===== config.mk =====
export PLATFORM = sky130hd
export DESIGN_NAME = multicycle_ctrl_flat
export DESIGN_NICKNAME = d
export VERILOG_FILES = /design/src/rtl/riscv_ctrl_pkg.sv /design/src/rtl/multicycle_ctrl_if.sv /design/src/rtl/alu_decoder.sv /design/src/rtl/multicycle_ctrl.sv /design/src/flat_wrapper.sv
export SDC_FILE = /design/constraint.sdc
export NUM_CORES = 1
export LEC_CHECK = 0
export ABC_CLOCK_PERIOD_IN_PS = 1900
export BUFFER_PORTS_ARGS = -buffer_cell sky130_fd_sc_hd__buf_4
export CAP_MARGIN = 10
export CORE_MARGIN = 2
export CORE_UTILIZATION = 42
export CTS_BUF_LIST = sky130_fd_sc_hd__clkbuf_8
export DETAILED_ROUTE_END_ITERATION = 12
export PLACE_DENSITY = 0.81
export SLEW_MARGIN = 5
export SYNTH_ARGS = -nofsm -noshare
export SYNTH_HDL_FRONTEND = slang
export SYNTH_HIERARCHICAL = 1
export SYNTH_SLANG_ARGS = --single-unit

===== constraint.sdc =====
create_clock -name clk -period 1.9 [get_ports clk]
set_clock_uncertainty 0.15 [all_clocks]
set_input_delay 0.285 -clock clk [delete_from_list [all_inputs] [get_ports clk]]
set_output_delay 0.285 -clock clk [all_outputs]
set_load 0.1 [all_outputs]

===== src/rtl/riscv_ctrl_pkg.sv =====
// Shared encodings for the multi-cycle RV32I control path: FSM states, opcodes,
// datapath mux selects and ALU operation codes.
package riscv_ctrl_pkg;

    typedef enum logic [3:0] {
        S_FETCH,
        S_DECODE,
        S_MEMADR,
        S_MEMREAD,
        S_MEMWB,
        S_MEMWRITE,
        S_EXECUTER,
        S_EXECUTEI,
        S_ALUWB,
        S_BEQ,
        S_JAL
    } state_t;

    localparam logic [6:0] OP_LW    = 7'd3;
    localparam logic [6:0] OP_ALUI  = 7'd19;
    localparam logic [6:0] OP_SW    = 7'd35;
    localparam logic [6:0] OP_RTYPE = 7'd51;
    localparam logic [6:0] OP_BEQ   = 7'd99;
    localparam logic [6:0] OP_JAL   = 7'd111;

    localparam logic [1:0] RES_ALUOUT    = 2'b00;
    localparam logic [1:0] RES_MEMDATA   = 2'b01;
    localparam logic [1:0] RES_ALURESULT = 2'b10;

    localparam logic [1:0] SRCA_PC    = 2'b00;
    localparam logic [1:0] SRCA_OLDPC = 2'b01;
    localparam logic [1:0] SRCA_RS1   = 2'b10;

    localparam logic [1:0] SRCB_RS2  = 2'b00;
    localparam logic [1:0] SRCB_IMM  = 2'b01;
    localparam logic [1:0] SRCB_FOUR = 2'b10;

    localparam logic [2:0] ALU_ADD = 3'b000;
    localparam logic [2:0] ALU_SUB = 3'b001;
    localparam logic [2:0] ALU_AND = 3'b010;
    localparam logic [2:0] ALU_OR  = 3'b011;
    localparam logic [2:0] ALU_SLT = 3'b101;

    localparam logic [1:0] ALUOP_ADD   = 2'b00;
    localparam logic [1:0] ALUOP_SUB   = 2'b01;
    localparam logic [1:0] ALUOP_FUNCT = 2'b10;

    function automatic logic is_supported(input logic [6:0] op);
        return (op == OP_LW) || (op == OP_ALUI) || (op == OP_SW) ||
               (op == OP_RTYPE) || (op == OP_BEQ) || (op == OP_JAL);
    endfunction

endpackage


===== src/rtl/multicycle_ctrl_if.sv =====
// Control/datapath boundary of the multi-cycle core: instruction fields and
// flags into the controller, mux selects and strobes back to the datapath.
interface multicycle_ctrl_if;
    logic [6:0] instrucOp;
    logic [2:0] funct3;
    logic       funct7b5;
    logic       zero;
    logic       memReady;
    logic       pcWrite;
    logic       irWrite;
    logic       adrSrc;
    logic       memWrite;
    logic       memReq;
    logic       regWrite;
    logic [1:0] resultSrc;
    logic [1:0] aluSrcA;
    logic [1:0] aluSrcB;
    logic [2:0] aluControl;
    logic       illegalOp;

    modport master (
        input  instrucOp, funct3, funct7b5, zero, memReady,
        output pcWrite, irWrite, adrSrc, memWrite, memReq, regWrite,
               resultSrc, aluSrcA, aluSrcB, aluControl, illegalOp
    );

    modport slave (
        output instrucOp, funct3, funct7b5, zero, memReady,
        input  pcWrite, irWrite, adrSrc, memWrite, memReq, regWrite,
               resultSrc, aluSrcA, aluSrcB, aluControl, illegalOp
    );
endinterface


===== src/rtl/alu_decoder.sv =====
// Maps the controller's coarse aluOp plus instruction function bits onto the
// concrete ALU operation code.
module alu_decoder
    import riscv_ctrl_pkg::*;
(
    input  logic [1:0] alu_op,
    input  logic [2:0] funct3,
    input  logic       op_b5,
    input  logic       funct7b5,
    output logic [2:0] alu_control
);

    always_comb begin
        alu_control = ALU_ADD;
        case (alu_op)
            ALUOP_SUB: alu_control = ALU_SUB;
            ALUOP_FUNCT: begin
                case (funct3)
                    // Only R-type (op bit 5 set) can select sub; addi ignores funct7.
                    3'b000:  alu_control = (op_b5 & funct7b5) ? ALU_SUB : ALU_ADD;
                    3'b010:  alu_control = ALU_SLT;
                    3'b110:  alu_control = ALU_OR;
                    3'b111:  alu_control = ALU_AND;
                    default: alu_control = ALU_ADD;
                endcase
            end
            default: alu_control = ALU_ADD;
        endcase
    end

endmodule


===== src/rtl/multicycle_ctrl.sv =====
// Main instruction-sequencing FSM of the multi-cycle RV32I core.
// Define MEM_WAIT_EN to stall FETCH/MEMREAD/MEMWRITE until memReady.
module multicycle_ctrl
    import riscv_ctrl_pkg::*;
(
    input  logic              clk,
    input  logic              reset,
    multicycle_ctrl_if.master bus
);

    state_t     state, state_next;
    logic       mem_ready;
    logic       pc_update, branch;
    logic       ir_write_raw, mem_req_raw, mem_write_raw, reg_write_raw, adr_src_raw;
    logic       illegal_raw;
    logic [1:0] alu_op, result_src, src_a, src_b;

`ifdef MEM_WAIT_EN
    assign mem_ready = bus.memReady;
`else
    logic mem_ready_unused;
    assign mem_ready_unused = bus.memReady;
    assign mem_ready        = 1'b1;
`endif

    always_ff @(posedge clk or posedge reset) begin
        if (reset) state <= S_FETCH;
        else       state <= state_next;
    end

    always_comb begin
        state_next = state;
        case (state)
            S_FETCH:    if (mem_ready) state_next = S_DECODE;
            S_DECODE: begin
                case (bus.instrucOp)
                    OP_LW, OP_SW: state_next = S_MEMADR;
                    OP_RTYPE:     state_next = S_EXECUTER;
                    OP_ALUI:      state_next = S_EXECUTEI;
                    OP_BEQ:       state_next = S_BEQ;
                    OP_JAL:       state_next = S_JAL;
                    default:      state_next = S_FETCH;
                endcase
            end
            S_MEMADR:   state_next = (bus.instrucOp == OP_SW) ? S_MEMWRITE : S_MEMREAD;
            S_MEMREAD:  if (mem_ready) state_next = S_MEMWB;
            S_MEMWRITE: if (mem_ready) state_next = S_FETCH;
            S_EXECUTER, S_EXECUTEI, S_JAL: state_next = S_ALUWB;
            default:    state_next = S_FETCH;
        endcase
    end

    always_comb begin
        pc_update     = 1'b0;
        branch        = 1'b0;
        ir_write_raw  = 1'b0;
        mem_req_raw   = 1'b0;
        mem_write_raw = 1'b0;
        reg_write_raw = 1'b0;
        adr_src_raw   = 1'b0;
        illegal_raw   = 1'b0;
        alu_op        = ALUOP_ADD;
        result_src    = RES_ALUOUT;
        src_a         = SRCA_PC;
        src_b         = SRCB_RS2;
        case (state)
            S_FETCH: begin
                mem_req_raw  = 1'b1;
                ir_write_raw = mem_ready;
                pc_update    = mem_ready;
                src_b        = SRCB_FOUR;
                result_src   = RES_ALURESULT;
            end
            S_DECODE: begin
                src_a       = SRCA_OLDPC;
                src_b       = SRCB_IMM;
                illegal_raw = ~is_supported(bus.instrucOp);
            end
            S_MEMADR: begin
                src_a = SRCA_RS1;
                src_b = SRCB_IMM;
            end
            S_MEMREAD: begin
                mem_req_raw = 1'b1;
                adr_src_raw = 1'b1;
            end
            S_MEMWB: begin
                result_src    = RES_MEMDATA;
                reg_write_raw = 1'b1;
            end
            S_MEMWRITE: begin
                mem_req_raw   = 1'b1;
                adr_src_raw   = 1'b1;
                mem_write_raw = 1'b1;
            end
            S_EXECUTER: begin
                src_a  = SRCA_RS1;
                alu_op = ALUOP_FUNCT;
            end
            S_EXECUTEI: begin
                src_a  = SRCA_RS1;
                src_b  = SRCB_IMM;
                alu_op = ALUOP_FUNCT;
            end
            S_ALUWB: reg_write_raw = 1'b1;
            S_BEQ: begin
                src_a  = SRCA_RS1;
                alu_op = ALUOP_SUB;
                branch = 1'b1;
            end
            S_JAL: begin
                src_a     = SRCA_OLDPC;
                src_b     = SRCB_FOUR;
                pc_update = 1'b1;
            end
            default: ;
        endcase
    end

    // Strobes are masked by reset itself so nothing fires while it is held.
    assign bus.pcWrite   = ~reset & (pc_update | (branch & bus.zero));
    assign bus.irWrite   = ~reset & ir_write_raw;
    assign bus.memReq    = ~reset & mem_req_raw;
    assign bus.memWrite  = ~reset & mem_write_raw;
    assign bus.regWrite  = ~reset & reg_write_raw;
    assign bus.illegalOp = ~reset & illegal_raw;
    assign bus.adrSrc    = adr_src_raw;
    assign bus.resultSrc = result_src;
    assign bus.aluSrcA   = src_a;
    assign bus.aluSrcB   = src_b;

    alu_decoder u_alu_decoder (
        .alu_op      (alu_op),
        .funct3      (bus.funct3),
        .op_b5       (bus.instrucOp[5]),
        .funct7b5    (bus.funct7b5),
        .alu_control (bus.aluControl)
    );

endmodule


===== src/flat_wrapper.sv =====
// flat-port wrapper written by rule: the top's interface ports become plain ports
module multicycle_ctrl_flat import riscv_ctrl_pkg::*;
  (clk, reset, bus_instrucOp, bus_funct3, bus_funct7b5, bus_zero, bus_memReady, bus_pcWrite, bus_irWrite, bus_adrSrc, bus_memWrite, bus_memReq, bus_regWrite, bus_resultSrc, bus_aluSrcA, bus_aluSrcB, bus_aluControl, bus_illegalOp);
  multicycle_ctrl_if bus_i ();
  input  logic clk;
  input  logic reset;
  input wire logic [$bits(bus_i.instrucOp)-1:0] bus_instrucOp;
  input wire logic [$bits(bus_i.funct3)-1:0] bus_funct3;
  input wire logic [$bits(bus_i.funct7b5)-1:0] bus_funct7b5;
  input wire logic [$bits(bus_i.zero)-1:0] bus_zero;
  input wire logic [$bits(bus_i.memReady)-1:0] bus_memReady;
  output wire logic [$bits(bus_i.pcWrite)-1:0] bus_pcWrite;
  output wire logic [$bits(bus_i.irWrite)-1:0] bus_irWrite;
  output wire logic [$bits(bus_i.adrSrc)-1:0] bus_adrSrc;
  output wire logic [$bits(bus_i.memWrite)-1:0] bus_memWrite;
  output wire logic [$bits(bus_i.memReq)-1:0] bus_memReq;
  output wire logic [$bits(bus_i.regWrite)-1:0] bus_regWrite;
  output wire logic [$bits(bus_i.resultSrc)-1:0] bus_resultSrc;
  output wire logic [$bits(bus_i.aluSrcA)-1:0] bus_aluSrcA;
  output wire logic [$bits(bus_i.aluSrcB)-1:0] bus_aluSrcB;
  output wire logic [$bits(bus_i.aluControl)-1:0] bus_aluControl;
  output wire logic [$bits(bus_i.illegalOp)-1:0] bus_illegalOp;
  assign bus_i.instrucOp = bus_instrucOp;
  assign bus_i.funct3 = bus_funct3;
  assign bus_i.funct7b5 = bus_funct7b5;
  assign bus_i.zero = bus_zero;
  assign bus_i.memReady = bus_memReady;
  assign bus_pcWrite = bus_i.pcWrite;
  assign bus_irWrite = bus_i.irWrite;
  assign bus_adrSrc = bus_i.adrSrc;
  assign bus_memWrite = bus_i.memWrite;
  assign bus_memReq = bus_i.memReq;
  assign bus_regWrite = bus_i.regWrite;
  assign bus_resultSrc = bus_i.resultSrc;
  assign bus_aluSrcA = bus_i.aluSrcA;
  assign bus_aluSrcB = bus_i.aluSrcB;
  assign bus_aluControl = bus_i.aluControl;
  assign bus_illegalOp = bus_i.illegalOp;
  multicycle_ctrl u_core (.clk(clk), .reset(reset), .bus(bus_i));
endmodule

==> impl_metrics.json, run 1 <==
{
  "cts_htree_levels": 1,
  "yosys_warnings": 6,
  "ios": 31,
  "fp.dieW_um": 42.0,
  "place_ws_ns": -0.191,
  "cts_made_buffers": 3,
  "cts_resized": 59,
  "cts.sinks": 4,
  "cts-root-buf": "clkbuf_8",
  "synth.avg_cell_area_um2": 7.86,
  "routabilityCongestion": 0.800,
  "status": "stopped before the end",
  "synth_xor_area_frac": 0.0579,
  "syn_area_um2": 606,
  "initial_core_util": 0.460,
  "rows": 13,
  "synth_nets": 94,
  "stop_stage": "clock tree synthesis (4_1_cts)",
  "placed_area_um2": 1080,
  "ys_seq_elements": 4,
  "yosys.area_share.adder": 0.0413,
  "synth_compound_area_frac": 0.192,
  "postCtsHoldBufs": 1,
  "die_h_um": 42.0,
  "synth_top_family_by_area": "simple AND/OR/NAND/NOR gates",
  "io_buffers": 29,
  "dp_hpwl_um": 1440,
  "cts_buffer_depth": 2,
  "synthCells": 77,
  "synth-simple-area-share": 0.469,
  "stop_error": "[ERROR DPL-0038] Utilization greater than 100%, impossible to legalize",
  "seq_area_frac_synth": 0.165,
  "synth_mux_area_frac": 0,
  "yosysUniqueCellTypes": 38,
  "cts_setup_buffers": 5
}
## metrics by stage
stage	utilization	hold WS [ns]	setup TNS (ns)	std cells
after detailed placement	0.818	0.129	-0.798	128
after global placement	0.818	0.121	-0.700	128
after floorplan	-	-0.0818	-5.38	77
## logic make-up after synthesis
| kind of cell | count (synthesis) |
|---|---|
| xor gates and xnor gates | 4 |
| AOI/OAI and AO/OA | 15 |
| DFF | 4 |
| and+or+nand+nor | 42 |
| adders and majority gates | 2 |
| buffers and inverters | 10 |
## cells in the mapped netlist
library cell	n	area (um2)
o31ai_1	2	15.0
o21a_1	1	7.51
xnor2_1	3	26.3
o21ai_0	2	10.0
or3b_2	1	8.76
a221oi_2	1	15.0
nor2_1	4	15.0
nor2b_1	1	6.26
nor3b_1	3	22.5
nand2b_4	1	13.8
nor4_1	2	12.5
buf_6	1	11.3
nand3b_1	3	22.5
inv_1	5	18.8
and3_1	1	6.26
or4_1	1	7.51
a211oi_1	3	22.5
dfrtp_1	4	100
o21ba_1	1	10.0
and4bb_2	1	12.5
and2_1	3	18.8
nand2b_1	4	25.0
or4b_4	1	13.8
nor3_1	5	25.0
nand4_1	1	6.26
xor2_1	1	8.76
nand3_1	1	5.00
or3_1	1	6.26
and4b_2	1	11.3
nor4b_1	1	8.76
nand2_1	4	15.0
o22a_1	1	8.76
clkbuf_1	4	15.0
nand4bb_1	1	11.3
a21oi_1	2	10.0
or4b_1	1	10.0
a211o_1	2	17.5
ha_1	2	25.0
==> run 2: changes to the inputs <==
--- a/config.mk
+++ b/config.mk
@@ -5,14 +5,13 @@
 export SDC_FILE = /design/constraint.sdc
 export NUM_CORES = 1
 export LEC_CHECK = 0
-export ABC_CLOCK_PERIOD_IN_PS = 1900
+export ABC_CLOCK_PERIOD_IN_PS = 2470
 export BUFFER_PORTS_ARGS = -buffer_cell sky130_fd_sc_hd__buf_4
 export CAP_MARGIN = 10
-export CORE_MARGIN = 2
-export CORE_UTILIZATION = 42
-export CTS_BUF_LIST = sky130_fd_sc_hd__clkbuf_8
+export CORE_AREA = 2 2 63 65
 export DETAILED_ROUTE_END_ITERATION = 12
-export PLACE_DENSITY = 0.81
+export DIE_AREA = 0 0 65 67
+export PLACE_DENSITY_LB_ADDON = 0.15
 export SLEW_MARGIN = 5
 export SYNTH_ARGS = -nofsm -noshare
 export SYNTH_HDL_FRONTEND = slang
==> constraint.sdc (replaced) <==
create_clock -name clk -period 2.47 [get_ports clk]
set_clock_uncertainty 0.15 [all_clocks]
set_input_delay 0.3705 -clock clk [delete_from_list [all_inputs] [get_ports clk]]
set_output_delay 0.3705 -clock clk [all_outputs]
set_load 0.1 [all_outputs]
==> run 2 against run 1 <==
Against the previous run: the flow now finishes without violations; synthesized cell count unchanged; synthesized area unchanged.
==> impl_metrics.json, run 2 <==
{
  "hold_viol_final": 0,
  "yosys_warnings": 6,
  "finalWirelength_um": 1760,
  "avgViaCountPerCell": 4.36,
  "regMostFlops": "u_core/state",
  "reg2reg_from": "u_core/state[2]",
  "drv_slew": 0,
  "min_period_over_period": 0.975,
  "min_period_ns": 2.41,
  "reg.largest.list": "u_core/state (4)",
  "final_common_cell": "buf_4",
  "hold_start": "bus_instrucOp[0]",
  "yosysTopAreaCell": "dfrtp_1",
  "die_h_um": 67,
  "syn_area_um2": 606,
  "drive_above_1_share": 0.554,
  "fp.dieW_um": 65,
  "grt_antenna_before_repair": 0,
  "power_density_nw_per_um2": 1310,
  "cts_htree_levels": 1,
  "fin_cells": 160,
  "rsz0062_at_grt": "false",
  "tns_ns": 0,
  "initial_core_util": 0.168,
  "path_clk_slew_ns": 0.03,
  "grt_use_total": 0.0831,
  "grt_max_degree": 12,
  "grt-ovfl-total": 0,
  "async_reset_ff_frac": 1.00,
  "cts.sinks": 4,
  "min_path_type": "in2reg",
  "synth-simple-area-share": 0.469,
  "setup_viol": 0,
  "multi_input_area_um2": 611,
  "fmax_ghz": 0.415,
  "yosysUniqueCellTypes": 38,
  "largest_register_ffs": 4,
  "first_pass_iters": 3,
  "wl_per_cell_um": 11.0,
  "io_buffers": 29,
  "synth_mux_area_frac": 0,
  "start_kind": "register",
  "insertedDiodeCount": 0,
  "power_mw": 1.48,
  "cts_made_buffers": 3,
  "cts_setup_buffers": 0,
  "final-seq-area_um2": 101,
  "ios": 31,
  "clk_latency_ns": 0.21,
  "synth_xor_area_frac": 0.0579,
  "grt_first_pass_wirelength_um": 2800,
  "slew_headroom": 0.765,
  "cts-root-buf": "clkbuf_8",
  "synth_top_family_by_area": "simple AND/OR/NAND/NOR gates",
  "cap_violations": 0,
  "finalNetCount": 131,
  "worstPathRequired_ns": 1.95,
  "synthTopCellsByCount": "5 x inv_1, 5 x nor3_1",
  "tightest_slew_ns": 0.349,
  "startpoint": "u_core/state[2]",
  "rows": 22,
  "synthCells": 77,
  "synthToLayoutAreaGrowth_pct": 85.5,
  "grt_pass1_vias": 655,
  "routabilityCongestion": 0.657,
  "synth_nets": 94,
  "dp_hpwl_um": 1460,
  "fillers": 387,
  "worst_hold_slack_ns": 0.305,
  "ys.flop_type": "dfrtp_1",
  "yosys.area_share.adder": 0.0413,
  "synth_edf_count": 0,
  "worstPathArrival_ns": 1.89,
  "final_util": 0.312,
  "status": "finished clean",
  "layout_common_cells": "33 x buf_4, 5 x inv_1, 4 x nand2b_1, 4 x nand2_1",
  "cp_max_fo": 10,
  "antenna_left": 0,
  "dieArea_um2": 4360,
  "synth_top_cell_area_share": 0.165,
  "tritoncts": "built",
  "dp_cells": 156,
  "synth_compound_area_frac": 0.192,
  "ys_seq_elements": 4,
  "via_count": 698,
  "cts_buffer_depth": 2,
  "p_leak_nw": 0.465,
  "synth.avg_cell_area_um2": 7.86,
  "seq_area_frac_synth": 0.165,
  "crit_type": "reg2out",
  "drt_iter0_markers": 17,
  "ys_top_cells_by_area": "dfrtp_1 17%, xnor2_1 4.3%, ha_1 4.1%, nand2b_1 4.1%, nor3_1 4.1%",
  "drc": 0,
  "ir_worst_vdd_mv": 0.627,
  "core-area_um2": 3610,
  "crit_path_end_kind": "output port"
}
run 2: cell counts after synthesis:
Identical to the previous run, type by type.
run 2: path summary, 6_finish.rpt:
path | to | slack (ns) | depth (start not counted)
max | bus_illegalOp | 0.06 | 4
min | u_core/state[3] | 0.31 | 3
max reg2reg | u_core/state[1] | 0.66 | 4
min reg2reg | u_core/state[2] | 0.41 | 1
max in group asynchronous | u_core/state[3] | 1.45 | 3
min in group asynchronous | u_core/state[2] | 0.53 | 3
run 2: cell type report:
cell class                 instances  area share
clock buffer                       3      0.0367
sequential                         4      0.0902
timing repair buffer              37       0.259
inverter                           5      0.0167
multi-input combinational         63       0.543
tap                               48      0.0535
run 2: cell families (layout without fill, tap and decap cells):
group	count (synthesis)	count (layout)
compound gates	15	15
flops	4	4
buf+inv	10	45
xor+xnor	4	4
fa+ha+maj	2	2
simple gates	42	42
run 2: per-layer routing:
layer | part of all wire | global-route usage | wire length (um) | vias to the layer above
li1 | - | - | - | 356
met1 | 0.46 | 0.106 | 808 | 324
met2 | 0.50 | 0.138 | 874 | 16
met3 | 0.033 | 0.00507 | 58 | 2
met4 | 0.011 | 0.0479 | 19 | 0
met5 | 0 | 0 | 0 | -
run 2: per-stage QoR:
step	area (um2)	worst slack, ns
3_3_place_gp	1060	0.241
2_1_floorplan	771	-0.428
4_1_cts	1110	0.0270
5_1_grt	1120	0.000670
6_report	1120	0.0629
3_5_place_dp	1060	0.232
run 2: power by group:
part	switching [mW]	internal [mW]	total [mW]
registers	0.0162	0.0832	0.0994
clock network	0.0320	0.104	0.136
logic	0.904	0.337	1.24
total	0.952	0.524	1.48
run 2: worst max-delay path, cell delays in order (launching register included):
cell and delay (ns):
dfrtp_1 0.43, buf_4 0.21, or4b_4 0.54, a211oi_4 0.17, buf_4 0.32
run 2: repair_timing:
item	in CTS	in global routing
pin swaps	0	1
endpoints found under the setup margin	1	4
gates resized for setup	1	3
endpoints found under the hold margin	4	0
hold buffers	1	0
Note: power is estimated with default switching activity, not from simulation.
